--- src/rtl/csr_port_arbiter.sv ---
// csr_port_arbiter: shares the single CSR array port between the execution
// stage (priority owner) and the debug monitor (latched single request).
//
// Build option: define CSR_ARB_STARVE_GUARD_EN to add the starvation guard
// (wait counter + FORCE state). Without it the monitor waits for a free
// execution-stage cycle indefinitely and ex_stall is tied low.
//
// state | meaning
// ------+---------------------------------------------------------------
// IDLE  | no monitor request; execution stage owns the port
// PEND  | monitor request latched; granted on first ex-free cycle
// FORCE | guard expired; ex stalled, monitor granted (guard build only)
// RESP  | mon_ack pulse; read data held in mon_rdata
module csr_port_arbiter #(
  parameter int unsigned MON_WAIT_MAX = 15,
  parameter int unsigned CNT_W        = 4
) (
  input  logic        clk,
  input  logic        rst_n,
  input  logic        ex_csr_req,
  input  logic        ex_csr_we,
  input  logic [11:0] ex_csr_adr,
  input  logic [31:0] ex_csr_wdata,
  output logic        ex_stall,
  input  logic        mon_req,
  input  logic        mon_we,
  input  logic [11:0] mon_adr,
  input  logic [31:0] mon_wdata,
  output logic        mon_busy,
  output logic        mon_ack,
  output logic [31:0] mon_rdata,
  output logic        csr_en,
  output logic        csr_we,
  output logic [11:0] csr_adr,
  output logic [31:0] csr_wdata,
  input  logic [31:0] csr_rdata
);

  if ((MON_WAIT_MAX < 1) || (MON_WAIT_MAX > ((1 << CNT_W) - 1))) begin : g_param_chk
    $error("csr_port_arbiter: MON_WAIT_MAX must be within 1..2^CNT_W-1");
  end

`ifdef CSR_ARB_STARVE_GUARD_EN
  typedef enum logic [1:0] {
    ST_IDLE  = 2'd0,
    ST_PEND  = 2'd1,
    ST_FORCE = 2'd2,
    ST_RESP  = 2'd3
  } state_t;

  localparam logic [CNT_W-1:0] WAIT_MAX  = CNT_W'(MON_WAIT_MAX);
  localparam logic [CNT_W-1:0] WAIT_LAST = CNT_W'(MON_WAIT_MAX - 1);

  logic [CNT_W-1:0] cnt_q;
  logic             ex_stall_q;
`else
  typedef enum logic [1:0] {
    ST_IDLE = 2'd0,
    ST_PEND = 2'd1,
    ST_RESP = 2'd3
  } state_t;
`endif

  state_t      state_q;
  logic        req_we_q;
  logic [11:0] req_adr_q;
  logic [31:0] req_wdata_q;
  logic [31:0] mon_rdata_q;
  logic        mon_ack_q;
  logic        mon_busy_q;
  logic        mon_grant;

  // Monitor owns the port when PEND finds the ex stage idle, or in FORCE.
  always_comb begin
    mon_grant = 1'b0;
    if (state_q == ST_PEND && !ex_csr_req) begin
      mon_grant = 1'b1;
    end
`ifdef CSR_ARB_STARVE_GUARD_EN
    if (state_q == ST_FORCE) begin
      mon_grant = 1'b1;
    end
`endif
  end

  // Port mux: latched monitor request on a monitor grant, else the ex stage.
  always_comb begin
    if (mon_grant) begin
      csr_en    = 1'b1;
      csr_we    = req_we_q;
      csr_adr   = req_adr_q;
      csr_wdata = req_wdata_q;
    end else begin
      csr_en    = ex_csr_req;
      csr_we    = ex_csr_we;
      csr_adr   = ex_csr_adr;
      csr_wdata = ex_csr_wdata;
    end
  end

  // Arbitration FSM with registered status outputs and request latch.
  always_ff @(posedge clk or negedge rst_n) begin
    if (!rst_n) begin
      state_q     <= ST_IDLE;
      req_we_q    <= 1'b0;
      req_adr_q   <= '0;
      req_wdata_q <= '0;
      mon_rdata_q <= '0;
      mon_ack_q   <= 1'b0;
      mon_busy_q  <= 1'b0;
`ifdef CSR_ARB_STARVE_GUARD_EN
      cnt_q       <= '0;
      ex_stall_q  <= 1'b0;
`endif
    end else begin
      mon_ack_q <= 1'b0;
      case (state_q)
        ST_IDLE: begin
          if (mon_req) begin
            req_we_q    <= mon_we;
            req_adr_q   <= mon_adr;
            req_wdata_q <= mon_wdata;
            mon_busy_q  <= 1'b1;
            state_q     <= ST_PEND;
`ifdef CSR_ARB_STARVE_GUARD_EN
            cnt_q       <= '0;
`endif
          end
        end
        ST_PEND: begin
          if (!ex_csr_req) begin
            // Write requests also capture the pre-write contents.
            mon_rdata_q <= csr_rdata;
            mon_ack_q   <= 1'b1;
            state_q     <= ST_RESP;
          end else begin
`ifdef CSR_ARB_STARVE_GUARD_EN
            if (cnt_q != WAIT_MAX) begin
              cnt_q <= cnt_q + CNT_W'(1);
            end
            if (cnt_q == WAIT_LAST) begin
              ex_stall_q <= 1'b1;
              state_q    <= ST_FORCE;
            end
`endif
          end
        end
`ifdef CSR_ARB_STARVE_GUARD_EN
        ST_FORCE: begin
          mon_rdata_q <= csr_rdata;
          mon_ack_q   <= 1'b1;
          ex_stall_q  <= 1'b0;
          state_q     <= ST_RESP;
        end
`endif
        ST_RESP: begin
          mon_busy_q <= 1'b0;
          state_q    <= ST_IDLE;
        end
        default: begin
          mon_busy_q <= 1'b0;
          state_q    <= ST_IDLE;
        end
      endcase
    end
  end

  assign mon_ack   = mon_ack_q;
  assign mon_busy  = mon_busy_q;
  assign mon_rdata = mon_rdata_q;
`ifdef CSR_ARB_STARVE_GUARD_EN
  assign ex_stall  = ex_stall_q;
`else
  assign ex_stall  = 1'b0;
`endif

endmodule

--- config.mk ---
export PLATFORM = sky130hd
export DESIGN_NAME = csr_port_arbiter
export DESIGN_NICKNAME = d
export VERILOG_FILES = /design/src/rtl/csr_port_arbiter.sv
export SDC_FILE = /design/constraint.sdc
export NUM_CORES = 1
export LEC_CHECK = 0
export ABC_AREA = 1
export CORE_ASPECT_RATIO = 0.5
export CORE_MARGIN = 2
export CORE_UTILIZATION = 43
export DETAILED_ROUTE_END_ITERATION = 10
export HOLD_SLACK_MARGIN = 0.05
export PLACE_DENSITY = 0.9
export SYNTH_ARGS = -nofsm -noshare
export SYNTH_HDL_FRONTEND = slang
export SYNTH_SLANG_ARGS = --single-unit
--- constraint.sdc ---
create_clock -name clk -period 2.22 [get_ports clk]
set_input_delay 0.555 -clock clk [delete_from_list [all_inputs] [get_ports clk]]
set_output_delay 0.555 -clock clk [all_outputs]
set_load 0.01 [all_outputs]
==> summary.txt, run 1 <==
Setup path
  • Arrival @ worst endpoint: 1.73 ns
  • Crit path launch: state_q[1]
  • CP max FO: 11
  • Critical R2R Launch: state_q[0]
  • Crit-path cells: clkinv_4 -> nand3_4 -> buf_6 -> buf_6 -> buf_16 -> nand2_1 -> nand2_1 -> clkbuf_2
  • Buf+Inv Stages, Crit Path: 5
  • Slowest cell on crit path: dfrtp_2
  • Max incr delay on CP: 0.43 ns
  • CP endpoint kind: output pin
  • R2R Setup Slk: 0.57 ns
  • Worst EP required: 1.66 ns
  • Startpoint Class: flop
  • Crit path max-delay family: buffers and inverters
  • Critical path class: reg -> out

STA
  • Fin crit share: 1.03
  • WHS: 0.189 ns
  • Fin. Hold Viols: 0
  • Worst slew pin tran: 0.532 ns
  • Clock skew: 0.00708 ns
  • Slew Limit Fails: 0
  • Final TNS setup: -0.101 ns
  • Clock period minus worst slack: 2.28 ns
  • Final-report setup violation count: 8
  • RSZ-0062 raised after global routing: yes
  • Fmax: 438 MHz
  • Final setup margin: -0.0608 ns
  • Max_slew headroom: 0.645

Final layout
  • Fill cell count: 601
  • Multi-input gate area: 1690 µm²
  • Final cell count without fillers: 833
  • Layout cells sized above 1: 0.101
  • Register area: 2030 µm²
  • Inserted Diodes: 0
  • Final nets: 837
  • Layout area overhead: 71.8%

Pwr
  • Net Sw Power: 2.53 mW
  • Seq pwr share: 0.346
  • Total power: 7.22 mW
  • Switching share of power: 0.350
  • Pwr dens: 1070 nW/µm²
  • Int Power: 4.69 mW
  • Leak: 3.50 nW
  • Maximum vdd drop: 0.625 mV
  • Combinational Power Share: 0.416
  • Clock share of power: 0.238

Die
  • Core area: 8800 µm²
  • Die area: 9960 µm²
  • FP Rows: 24
  • Die width: 139 µm
  • IO Pins: 207
  • Die Y: 71.6 µm
  • Initial Util: 0.446

Clocking
  • Clk buf depth: 2
  • CTS clk-pin slew, worst paths: 0.06 ns
  • Clock Sinks: 81
  • CTS Buf Count: 9
  • Clock root buffer: clkbuf_16
  • # hold bufs at CTS: 0
  • Clk Latency, worst-skew pair: 0.34 ns
  • H-tree depth: 3
  • CTS tree: built

Detailed routing
  • Drt pass-1 iters: 7
  • Drc violations: 0
  • Routed WL: 15300 µm
  • WL/cell: 18.4 µm
  • Initial DRC Count: 410
  • Routed Antenna Nets: 0
  • Vias per cell: 5.59
  • Via Count: 4660

Yosys
  • Seq/Total Area, Yosys: 0.516
  • Synth Instances: 508
  • Post-synth net total: 634
  • Syn avg cell area: 7.73 µm²
  • Mapped cell area: 3930 µm²
  • #FFs+latches synth: 81
  • Ys Warns: 0
  • Unique masters post-synth: 14

Global route
  • Antenna violations before repair: 0
  • Largest net degree at the start of global routing: 47
  • Gr usage total: 0.302
  • First-pass GRT wire length: 23900 µm
  • Vias in the first global route: 4725
  • Grt total ovfl: 0

Run
  • Max-cap violations: 0

Placed design
  • Placed cells: 803
  • Post-DP HPWL: 9100 µm
  • Routability cong.: 0.775
  • IO Port Bufs: 205

Outcome
  • Status: complete, but fails checks
  • Violated checks: setup timing

Min path
  • HP Class: in -> async
## worst paths after layout
| check | end | cells after the start |
|---|---|---|
| max | csr_adr[11] | 8 |
| min | mon_rdata[5] | 1 |
| max reg2reg | req_wdata_q[24] | 6 |
| min reg2reg | mon_rdata[26] | 2 |
| max in group asynchronous | req_adr_q[7] | 2 |
| min in group clk | mon_rdata[26] | 2 |
## Yosys cell counts
cell | count | area share
inv_2 | 2 | 0.0019
buf_2 | 16 | 0.020
nand2_1 | 250 | 0.24
dfrtp_1 | 81 | 0.52
conb_1 | 1 | 0.00096
buf_4 | 3 | 0.0057
nand2_2 | 1 | 0.0016
nand3_2 | 1 | 0.0025
inv_1 | 2 | 0.0019
nor2_4 | 1 | 0.0029
nand4_1 | 77 | 0.12
clkbuf_1 | 19 | 0.018
buf_1 | 9 | 0.0086
nand3_1 | 45 | 0.057
## per-stage QoR
stage	setup slack (ns)	instance area, µm²	util
2_1_floorplan	0.358	3930	-
3_3_place_gp	-0.406	6160	0.700
3_5_place_dp	-0.424	6160	0.700
6_report	-0.0608	6750	0.767
4_1_cts	-0.175	6680	0.759
5_1_grt	-0.131	6750	0.767
## registers in the layout, summed over array words and instances, names as in the netlist
| name | cells |
|---|---|
| mon_busy | 1 |
| mon_ack | 1 |
| mon_rdata | 32 |
| req_we_q | 1 |
| state_q | 2 |
| req_wdata_q | 32 |
| req_adr_q | 12 |
## what timing repair did
action / CTS / global route
pin swaps: 0 / 1
gates resized for setup: 82 / 34
cloned: 4 / 1
endpoints found under the setup margin: 46 / 40
hold endpoints to repair: 0 / 0
buffers inserted: 6 / 5
## worst reg2reg max path, stage by stage, from the launching register on
cell	delay, ns
dfrtp_2	0.50
buf_4	0.21
nor2_4	0.10
nand2_2	0.28
buf_12	0.28
nand2_1	0.09
nand2_1	0.07
## cells in the final DEF (no fill, tap or decap), types with 2 or more instances in the layout
master | synthesis | final
buf_6 | 0 | 4
dlymetal6s2s_1 | 0 | 16
clkbuf_2 | 0 | 3
clkdlybuf4s15_1 | 0 | 11
nand4_1 | 77 | 77
dfrtp_2 | 0 | 2
inv_1 | 2 | 2
buf_4 | 3 | 16
nand2_1 | 250 | 249
clkinv_4 | 0 | 2
clkbuf_16 | 0 | 10
nand3_1 | 45 | 45
nand2_2 | 1 | 2
buf_12 | 0 | 11
buf_2 | 16 | 9
bufinv_16 | 0 | 3
dfrtp_1 | 81 | 79
buf_16 | 0 | 2
clkdlybuf4s50_1 | 0 | 156
dlygate4sd2_1 | 0 | 7
## cell families after synthesis
kind of cell | share of synthesized area
buf+inv | 0.0567
simple gates | 0.426
flops | 0.516
other cells | 0.000955
## power by group through the flow
stage	Sequential, mW	Combinational, mW	Clock, mW
floorplan	2.52	1.22	0
global placement	2.44	2.74	0
detailed placement	2.48	2.84	0
CTS	2.47	2.92	1.72
global route	2.57	3.26	1.80
finish	2.50	3.01	1.72
## per-layer routing
| metal | vias to the layer above | share of wire | global-route usage |
|---|---|---|---|
| li1 | 2103 | - | - |
| met1 | 2258 | 0.39 | 0.368 |
| met2 | 251 | 0.51 | 0.533 |
| met3 | 48 | 0.071 | 0.0675 |
| met4 | 0 | 0.031 | 0.123 |
| met5 | - | 0 | 0 |
## area by class of cell
cell class	instances	share of cell area
Timing Repair Buffer	239	0.373
Clock inverter	6	0.0171
Sequential cell	81	0.301
Inverter	4	0.00334
Clock buffer	10	0.0339
Tap cell	117	0.0217
Multi-Input combinational cell	376	0.250
No activity file was read; power rests on OpenSTA's default activity.
==> run 2: changes to the inputs <==
CORE_ASPECT_RATIO = unset   (was 0.5)
CORE_UTILIZATION = 44   (was 43)
CTS_BUF_LIST = sky130_fd_sc_hd__clkbuf_8   (was unset)
PLACE_DENSITY = 0.91   (was 0.9)
==> summary.txt, run 2 (synthesized netlist as in run 1, its figures left out) <==
Pwr
  • Clock share of power: 0.194
  • Leak: 3.34 nW
  • Switching share of power: 0.355
  • Seq pwr share: 0.366
  • Combinational Power Share: 0.439
  • Pwr dens: 1020 nW/µm²
  • Net Sw Power: 2.41 mW
  • Maximum vdd drop: 0.474 mV
  • Int Power: 4.37 mW

STA
  • Fmax: 458 MHz
  • Slew Limit Fails: 0
  • Final-report setup violation count: 0
  • Clock skew: 0.0104 ns
  • Final setup margin: 0.0386 ns
  • Clock period minus worst slack: 2.18 ns
  • Fin. Hold Viols: 0
  • Fin crit share: 0.983

Final layout
  • Most frequent cells in the layout: nand2_1 (247), clkdlybuf4s50_1 (156), dfrtp_1 (79), nand4_1 (77), nand3_1 (45)
  • Inserted Diodes: 0
  • Final cell count without fillers: 829
  • Final nets: 842
  • Layout cells sized above 1: 0.125
  • Commonest non-fill, non-tap cell in the layout: nand2_1
  • Post-layout util: 0.763
  • Layout area overhead: 68.5%

Die
  • Initial Util: 0.452
  • IO Pins: 207
  • FP Rows: 34
  • Die Y: 98.5 µm
  • Core area: 8680 µm²
  • Die width: 98.5 µm
  • Die area: 9700 µm²

Setup path
  • Slowest cell on crit path: dlygate4sd2_1
  • Startpoint Class: input pin
  • Crit-path cells: clkdlybuf4s15_2 -> inv_4 -> nand3_4 -> buf_6 -> buf_16 -> nand2_1 -> nand2_1 -> dlygate4sd2_1
  • Most frequent CP cell: nand2_1
  • Crit path max-delay family: buffers and inverters
  • Max incr delay on CP: 0.27 ns
  • Buf+Inv Stages, Crit Path: 5
  • CP max FO: 11
  • Critical path class: in -> out
  • CP endpoint kind: output pin
  • Arrival @ worst endpoint: 1.63 ns
  • Worst EP required: 1.66 ns

Run
  • Max-cap violations: 0

Global route
  • Antenna violations before repair: 0
  • First-pass GRT wire length: 22900 µm
  • Vias in the first global route: 4655
  • Largest net degree at the start of global routing: 47
  • Grt total ovfl: 0
  • Gr usage total: 0.293

Placed design
  • Post-DP HPWL: 9290 µm
  • Placed cells: 794
  • IO Port Bufs: 205
  • Routability cong.: 0.847
  • DP Worst Slack: -0.482 ns

Detailed routing
  • Drc violations: 0
  • Routed WL: 14200 µm
  • Via Count: 4488
  • Initial DRC Count: 310
  • WL/cell: 17.1 µm
  • Vias per cell: 5.41
  • Drt pass-1 iters: 5
  • Routed Antenna Nets: 0

Clocking
  • CTS tree: built
  • Clock root buffer: clkbuf_8
  • CTS clk-pin slew, worst paths: 0.09 ns
  • H-tree depth: 3
  • CTS Buf Count: 9
  • Clk buf depth: 2
  • Clk Latency, worst-skew pair: 0.34 ns
  • Clock Sinks: 81

Outcome
  • Status: finished clean

Min path
  • HP Class: in -> async
-- run 2: per-layer routing --
metal	GRT usage	up-vias	routed length, µm
met2	0.511	219	7400
met5	0	-	0
met1	0.353	2137	5530
li1	-	2101	-
met3	0.0567	31	944
met4	0.130	0	319
-- run 2: area by class of cell --
class / count / area, µm²
flip-flops and latches: 81 / 2030
clock buffers: 10 / 138
clock inverters: 6 / 106
multi-input cells: 376 / 1700
well taps: 108 / 135
repair buffers: 244 / 2490
fillers: 608 / 2060
inverters: 4 / 20.0
-- run 2: path summary, 6_finish.rpt --
| path | start | end | slack (ns) | depth (start not counted) |
|---|---|---|---|---|
| setup / recovery | ex_csr_req | csr_wdata[20] | 0.04 | 8 |
| max in group asynchronous | rst_n | req_wdata_q[5] | 1.49 | 2 |
| hold / removal | rst_n | mon_rdata[8] | 0.15 | 1 |
| min in group clk | req_adr_q[9] | req_adr_q[9] | 0.48 | 2 |
| hold reg to reg | req_adr_q[9] | req_adr_q[9] | 0.48 | 2 |
| setup reg to reg | state_q[0] | req_wdata_q[16] | 0.51 | 5 |
-- run 2: what timing repair did --
action	4_1_cts	5_1_grt
endpoints found under the setup margin	46	39
gates cloned	6	1
buffers inserted	11	2
resized for setup	96	46
hold buffers	0	0
pin swaps	1	0
-- run 2: metrics by stage --
step	power (mW)	setup TNS, ns	area (µm²)	hold WS (ns)
detailed placement	5.32	-19.91	6140	0.458
global placement	5.16	-18.71	6140	0.452
CTS	6.72	0	6610	0.155
finish	6.78	0	6620	0.154
floorplan	3.74	0	3930	0.259
global route	7.20	-0.00292	6620	0.177
-- run 2: power groups by stage --
stage	clock [mW]	combinational, mW	sequential [mW]
after global placement	0	2.72	2.44
after CTS	1.32	2.94	2.47
after detailed placement	0	2.83	2.49
after floorplan	0	1.22	2.52
after global routing	1.39	3.25	2.56
final	1.32	2.98	2.48
==> run 3: changes to the inputs <==
HOLD_SLACK_MARGIN = 0.03   (was 0.05)
==> results of run 3 <==
No change in the layout: final DEF, timing and power equal those of run 2.
